**config.mk**
```make
export PLATFORM = sky130hd
export DESIGN_NAME = control_sequencer
export DESIGN_NICKNAME = d
export VERILOG_FILES = /design/src/rtl/control_sequencer_pkg.sv /design/src/rtl/control_sequencer.sv
export SDC_FILE = /design/constraint.sdc
export NUM_CORES = 1
export LEC_CHECK = 0
export ABC_AREA = 1
export CORE_AREA = 2 2 54 56
export DETAILED_ROUTE_END_ITERATION = 8
export DIE_AREA = 0 0 56 58
export GPL_TIMING_DRIVEN = 0
export PLACE_DENSITY = 0.82
export SLEW_MARGIN = 30
export SYNTH_ARGS = -nofsm -noshare
export SYNTH_HDL_FRONTEND = slang
export SYNTH_SLANG_ARGS = --single-unit
export TNS_END_PERCENT = 100
```
**constraint.sdc**
```tcl
create_clock -name Clock -period 1.5 [get_ports Clock]
set_clock_uncertainty 0.1 [all_clocks]
set_input_delay 0.3 -clock Clock [delete_from_list [all_inputs] [get_ports Clock]]
set_output_delay 0.3 -clock Clock [all_outputs]
set_load 0.005 [all_outputs]
```
**src/rtl/control_sequencer_pkg.sv**
```systemverilog
// Shared encodings for the control sequencer: FSM states, opcodes, ALU codes
// and datapath select values.
package control_sequencer_pkg;

    typedef enum logic [2:0] {
        INIT    = 3'd0,
        FETCH_H = 3'd1,
        FETCH_L = 3'd2,
        DECODE  = 3'd3,
        EXEC1   = 3'd4,
        EXEC2   = 3'd5,
        HALT    = 3'd6
    } state_t;

    localparam logic [3:0] OP_AND = 4'h0;
    localparam logic [3:0] OP_OR  = 4'h1;
    localparam logic [3:0] OP_ADD = 4'h2;
    localparam logic [3:0] OP_SUB = 4'h3;
    localparam logic [3:0] OP_XOR = 4'h4;
    localparam logic [3:0] OP_NOT = 4'h5;
    localparam logic [3:0] OP_LDI = 4'h6;
    localparam logic [3:0] OP_LD  = 4'h7;
    localparam logic [3:0] OP_ST  = 4'h8;
    localparam logic [3:0] OP_BRA = 4'h9;
    localparam logic [3:0] OP_BNE = 4'hA;
    localparam logic [3:0] OP_INC = 4'hB;
    localparam logic [3:0] OP_DEC = 4'hC;
    localparam logic [3:0] OP_HLT = 4'hF;

    localparam logic [3:0] ALU_PASS_A = 4'b0000;
    localparam logic [3:0] ALU_NOT    = 4'b0010;
    localparam logic [3:0] ALU_ADD    = 4'b0100;
    localparam logic [3:0] ALU_SUB    = 4'b0110;
    localparam logic [3:0] ALU_AND    = 4'b0111;
    localparam logic [3:0] ALU_OR     = 4'b1000;
    localparam logic [3:0] ALU_XOR    = 4'b1001;

    localparam logic [1:0] FUN_DEC   = 2'd0;
    localparam logic [1:0] FUN_INC   = 2'd1;
    localparam logic [1:0] FUN_LOAD  = 2'd2;
    localparam logic [1:0] FUN_CLEAR = 2'd3;

    localparam logic [1:0] ARF_SEL_PC = 2'd0;
    localparam logic [1:0] ARF_SEL_AR = 2'd2;

    localparam logic [2:0] ARF_EN_NONE = 3'b111;
    localparam logic [2:0] ARF_EN_PC   = 3'b110;
    localparam logic [2:0] ARF_EN_AR   = 3'b101;

    localparam logic [3:0] RF_EN_NONE = 4'b1111;
    localparam logic [3:0] RF_EN_ALL  = 4'b0000;

    localparam logic [1:0] MUXA_IMM = 2'd0;
    localparam logic [1:0] MUXA_MEM = 2'd1;
    localparam logic [1:0] MUXA_ALU = 2'd3;

    localparam logic [1:0] MUXB_IMM = 2'd1;

    function automatic logic [3:0] alu_code(input logic [3:0] op);
        case (op)
            OP_AND:  alu_code = ALU_AND;
            OP_OR:   alu_code = ALU_OR;
            OP_ADD:  alu_code = ALU_ADD;
            OP_SUB:  alu_code = ALU_SUB;
            OP_XOR:  alu_code = ALU_XOR;
            OP_NOT:  alu_code = ALU_NOT;
            default: alu_code = ALU_PASS_A;
        endcase
    endfunction

endpackage

```
**src/rtl/control_sequencer.sv**
```systemverilog
// Microcoded-style control sequencer: fetches a 16-bit instruction in two bytes,
// decodes it and drives the register-file / ALU / memory control lines.
//
// state   | meaning
// INIT    | clear PC, R1..R4, IR
// FETCH_H | load IR[15:8] from mem[PC], PC++
// FETCH_L | load IR[7:0] from mem[PC], PC++
// DECODE  | settle IR, pick EXEC1 or HALT
// EXEC1   | first (often only) execute cycle
// EXEC2   | memory access cycle for LD / ST
// HALT    | absorbing stop state
module control_sequencer
    import control_sequencer_pkg::*;
(
    input  logic        Clock,
    input  logic        Reset,
    input  logic [15:0] IR_Out,
    input  logic [3:0]  ALU_Flags,
    output logic [1:0]  RF_OutASel,
    output logic [1:0]  RF_OutBSel,
    output logic [1:0]  RF_FunSel,
    output logic [3:0]  RF_RegSel,
    output logic [3:0]  ALU_FunSel,
    output logic [1:0]  ARF_OutCSel,
    output logic [1:0]  ARF_OutDSel,
    output logic [1:0]  ARF_FunSel,
    output logic [2:0]  ARF_RegSel,
    output logic        IR_LH,
    output logic        IR_Enable,
    output logic [1:0]  IR_Funsel,
    output logic        Mem_WR,
    output logic        Mem_CS,
    output logic [1:0]  MuxASel,
    output logic [1:0]  MuxBSel,
    output logic        MuxCSel,
    output logic        Halted
);

    state_t state, next_state;

    logic [3:0] opcode;
    logic [1:0] dst;
    logic [1:0] src;
    logic [3:0] dst_en;
    logic       zero;
    logic       unused_flags;

    assign opcode       = IR_Out[15:12];
    assign dst          = IR_Out[11:10];
    assign src          = IR_Out[9:8];
    assign dst_en       = ~(4'b0001 << dst);
    assign zero         = ALU_Flags[0];
    assign unused_flags = ^ALU_Flags[3:1];

    always_ff @(posedge Clock or negedge Reset) begin
        if (!Reset) begin
            state <= INIT;
        end else begin
            state <= next_state;
        end
    end

    // Decode is skipped while Reset is low so the bus goes idle immediately,
    // not just once the state register has fallen back to INIT.
    always_comb begin
        next_state  = state;
        RF_OutASel  = 2'd0;
        RF_OutBSel  = 2'd0;
        RF_FunSel   = 2'd0;
        RF_RegSel   = RF_EN_NONE;
        ALU_FunSel  = 4'd0;
        ARF_OutCSel = 2'd0;
        ARF_OutDSel = 2'd0;
        ARF_FunSel  = 2'd0;
        ARF_RegSel  = ARF_EN_NONE;
        IR_LH       = 1'b0;
        IR_Enable   = 1'b0;
        IR_Funsel   = 2'd0;
        Mem_WR      = 1'b0;
        Mem_CS      = 1'b1;
        MuxASel     = 2'd0;
        MuxBSel     = 2'd0;
        MuxCSel     = 1'b0;
        Halted      = 1'b0;

        if (Reset) begin
            case (state)
                INIT: begin
                    RF_FunSel  = FUN_CLEAR;
                    RF_RegSel  = RF_EN_ALL;
                    ARF_FunSel = FUN_CLEAR;
                    ARF_RegSel = ARF_EN_PC;
                    IR_Enable  = 1'b1;
                    IR_Funsel  = FUN_CLEAR;
                    next_state = FETCH_H;
                end
                FETCH_H, FETCH_L: begin
                    ARF_OutDSel = ARF_SEL_PC;
                    Mem_CS      = 1'b0;
                    IR_Enable   = 1'b1;
                    IR_Funsel   = FUN_LOAD;
                    IR_LH       = (state == FETCH_L);
                    ARF_FunSel  = FUN_INC;
                    ARF_RegSel  = ARF_EN_PC;
                    next_state  = (state == FETCH_H) ? FETCH_L : DECODE;
                end
                DECODE: begin
                    next_state = (opcode == OP_HLT) ? HALT : EXEC1;
                end
                EXEC1: begin
                    next_state = FETCH_H;
                    case (opcode)
                        OP_AND, OP_OR, OP_ADD, OP_SUB, OP_XOR, OP_NOT: begin
                            RF_OutASel = src;
                            RF_OutBSel = dst;
                            MuxCSel    = 1'b1;
                            ALU_FunSel = alu_code(opcode);
                            MuxASel    = MUXA_ALU;
                            RF_FunSel  = FUN_LOAD;
                            RF_RegSel  = dst_en;
                        end
                        OP_LDI: begin
                            MuxASel   = MUXA_IMM;
                            RF_FunSel = FUN_LOAD;
                            RF_RegSel = dst_en;
                        end
                        OP_LD, OP_ST: begin
                            MuxBSel    = MUXB_IMM;
                            ARF_FunSel = FUN_LOAD;
                            ARF_RegSel = ARF_EN_AR;
                            next_state = EXEC2;
                        end
                        OP_BRA: begin
                            MuxBSel    = MUXB_IMM;
                            ARF_FunSel = FUN_LOAD;
                            ARF_RegSel = ARF_EN_PC;
                        end
                        OP_BNE: begin
                            if (!zero) begin
                                MuxBSel    = MUXB_IMM;
                                ARF_FunSel = FUN_LOAD;
                                ARF_RegSel = ARF_EN_PC;
                            end
                        end
                        OP_INC, OP_DEC: begin
                            RF_FunSel = (opcode == OP_INC) ? FUN_INC : FUN_DEC;
                            RF_RegSel = dst_en;
                        end
                        default: ;
                    endcase
                end
                EXEC2: begin
                    next_state  = FETCH_H;
                    ARF_OutDSel = ARF_SEL_AR;
                    Mem_CS      = 1'b0;
                    if (opcode == OP_ST) begin
                        RF_OutASel = src;
                        MuxCSel    = 1'b1;
                        ALU_FunSel = ALU_PASS_A;
                        Mem_WR     = 1'b1;
                    end else begin
                        MuxASel   = MUXA_MEM;
                        RF_FunSel = FUN_LOAD;
                        RF_RegSel = dst_en;
                    end
                end
                HALT: begin
                    Halted     = 1'b1;
                    next_state = HALT;
                end
                default: next_state = INIT;
            endcase
        end
    end

endmodule

```
==> results <==
[synth_stat cells]
cell type and count:
a21oi_1 4, buf_4 7, buf_6 1, clkinv_1 1, conb_1 2, dfrtp_1 3, inv_1 16, inv_2 7
inv_4 1, nand2_1 39, nand2_2 1, nand2_4 4, nand3_1 11, nand4_1 1, nor2_1 17, nor2_2 4
nor2_4 3, nor2_8 2, nor3_1 1, nor3_2 2, o211ai_1 1, o21ai_0 8
[critical path, stage by stage, from the launching register on]
cell	delay, ns
dfrtp_2	0.45
nand2_4	0.15
inv_6	0.06
nand2_2	0.13
nor2_4	0.06
nor2_4	0.13
buf_4	0.12
nand3_1	0.05
buf_2	0.13
[routing by layer]
metal | global-route usage, % | part of all wire, %
met3 | 2.46 | 4.2
met4 | 6.80 | 1.3
met5 | 0 | 0
met1 | 19.3 | 38
met2 | 38.8 | 56
[worst max-delay path by stage]
stage | to | startpoint | slack [ns] | depth (start not counted)
2_1_floorplan | RF_RegSel[0] | state[0] | 0.05 | 7
3_3_place_gp | ARF_FunSel[1] | IR_Out[13] | -0.95 | 9
3_5_place_dp | ARF_FunSel[1] | IR_Out[13] | -0.95 | 9
4_1_cts | ALU_FunSel[2] | state[1] | -0.43 | 10
5_1_grt | RF_OutASel[1] | state[1] | -0.51 | 9
6_report | RF_RegSel[2] | state[2] | -0.41 | 8
[cell type report]
type | count | area [um2] | share of cell area, %
Sequential cell | 3 | 76.3 | 4.56
Timing Repair Buffer | 77 | 637 | 38.0
Multi-Input combinational cell | 103 | 719 | 43.0
Buffer | 8 | 67.6 | 4.04
Tap cell | 31 | 38.8 | 2.32
Clock buffer | 4 | 26.3 | 1.57
Inverter | 25 | 109 | 6.50
[cell families (layout without fill, tap and decap cells)]
kind of cell / count (synthesis) / count (layout) / share of synthesized area, %
simple gates: 85 / 85 / 59.0
other cells: 2 / 5 / 0.992
compound gates: 13 / 13 / 8.93
buf+inv: 33 / 114 / 21.2
flops: 3 / 3 / 9.92
[per-stage QoR]
stage,utilization [%],total power [mW],instances
3_3_place_gp,45.3,1.20,210
4_1_cts,57.6,1.93,242
3_5_place_dp,45.3,1.21,210
5_1_grt,62.9,2.39,251
6_report,62.9,2.26,251
2_1_floorplan,-,0.762,139
[power by group]
group / internal, mW / total [mW] / leakage [nW] / switching (mW)
Sequential: 0.121 / 0.163 / 0.0361 / 0.0420
Combinational: 0.987 / 1.96 / 0.837 / 0.972
Clock: 0.0996 / 0.139 / 0.0150 / 0.0399
[what timing repair did]
item / 4_1_cts / 5_1_grt
gates resized for setup: 185 / 23
hold buffers: 1 / 0
endpoints found under the setup margin: 30 / 30
buffers inserted: 27 / 10
pin swaps: 17 / 12
hold endpoints to repair: 3 / 0
==> reports/qor.txt <==
Max reg flops: 3
Sequential area share after synthesis: 9.92%
DP Area: 1210 um2
Max-cap violations: 0
Routed len/inst: 12.7 um
CTS tree: built
Cells after synthesis: 136
Yosys warnings: 0
Status: finished, violations left
Clk_lat worst skew: 0.23 ns
Gr usage total: 18.9%
DP HPWL: 1.67 mm
Crit. End Element: output port
Detail Route Antenna Nets: 0
Synth area leader: nand2_1
Unique cell type count in the Yosys netlist: 22
Initial DRC Count: 42
Area of the die: 3250 um2
Dominant cells by area after synthesis: nand2_1 19%, dfrtp_1 9.9%, nor2_1 8.4%
Worst Path Arrival: 1.51 ns
Synth Area per Inst: 5.57 um2
Worst R2R Setup Slack: -0.01 ns
Clock sinks: 3
Final instance area: 1670 um2
Startpoint Class: register
WL final: 3.19 mm
Critical R2R Capture: state[2]
Yosys top cell area share: 19.3%
First-pass GRT wire length: 4.95 mm
Die Ht: 58 um
Cell Area, Synth: 757 um2
Largest net degree at the start of global routing: 10
Die width: 56 um
# DRC: 0
Routability congestion estimate from global placement: 0.811
Congestion Overflow GR: 0
Share of cells above drive strength 1: 64.5%
Syn-to-layout area delta: 121%
Ports: 57
N_diodes: 0
Hold_ws: 0.429 ns
Fin crit period: 1.91 ns
Pwr Density: 1350 nW/um2
Violated checks: negative setup slack
Crit path max fanout: 5
Most flops, register: state
Critical Path RT: 1.10 ns
Commonest cells after routing, fill and taps aside: 26 x nand2_1, 26 x buf_4, 23 x buf_2
Max clock buf depth: 2
Setup WS pre-CTS: -0.952 ns
Vias in the first global route: 1144
Port Buffer Count: 40
Unrepaired setup endpoints after global routing: yes
Max VDD drop: 0.000967 V
Row cnt: 19
Antenna violations before repair: 0
Core area: 2660 um2
Top Registers: state x3
Reg2Reg Depth: 10
Setup slack after layout: -0.410 ns
Fillers: 230
FMAX: 523 MHz
RR Startpoint: state[0]
H-tree depth: 1
Worst setup path class: register to output port
Period utilization: 127%
Hold WC Path Type: input pin to asynchronous set/reset pin
Vias per inst: 4.56
First-pass DRT Iterations: 4
Total CTS buffers: 3
# setup viols final: 31
Fin nets: 243
Initial Util: 28.4%
Clock-pin slew on the worst setup and hold paths: 0.04 ns
Register bit total from synthesis: 3
Vias: 1145
Clk root buf: clkbuf_4
Setup TNS: -9.23 ns
Final hold violations: 0
Final count of pins violating max slew: 0
Lkg Pwr: 0.888 nW
No activity file was read; power rests on OpenSTA's default activity.
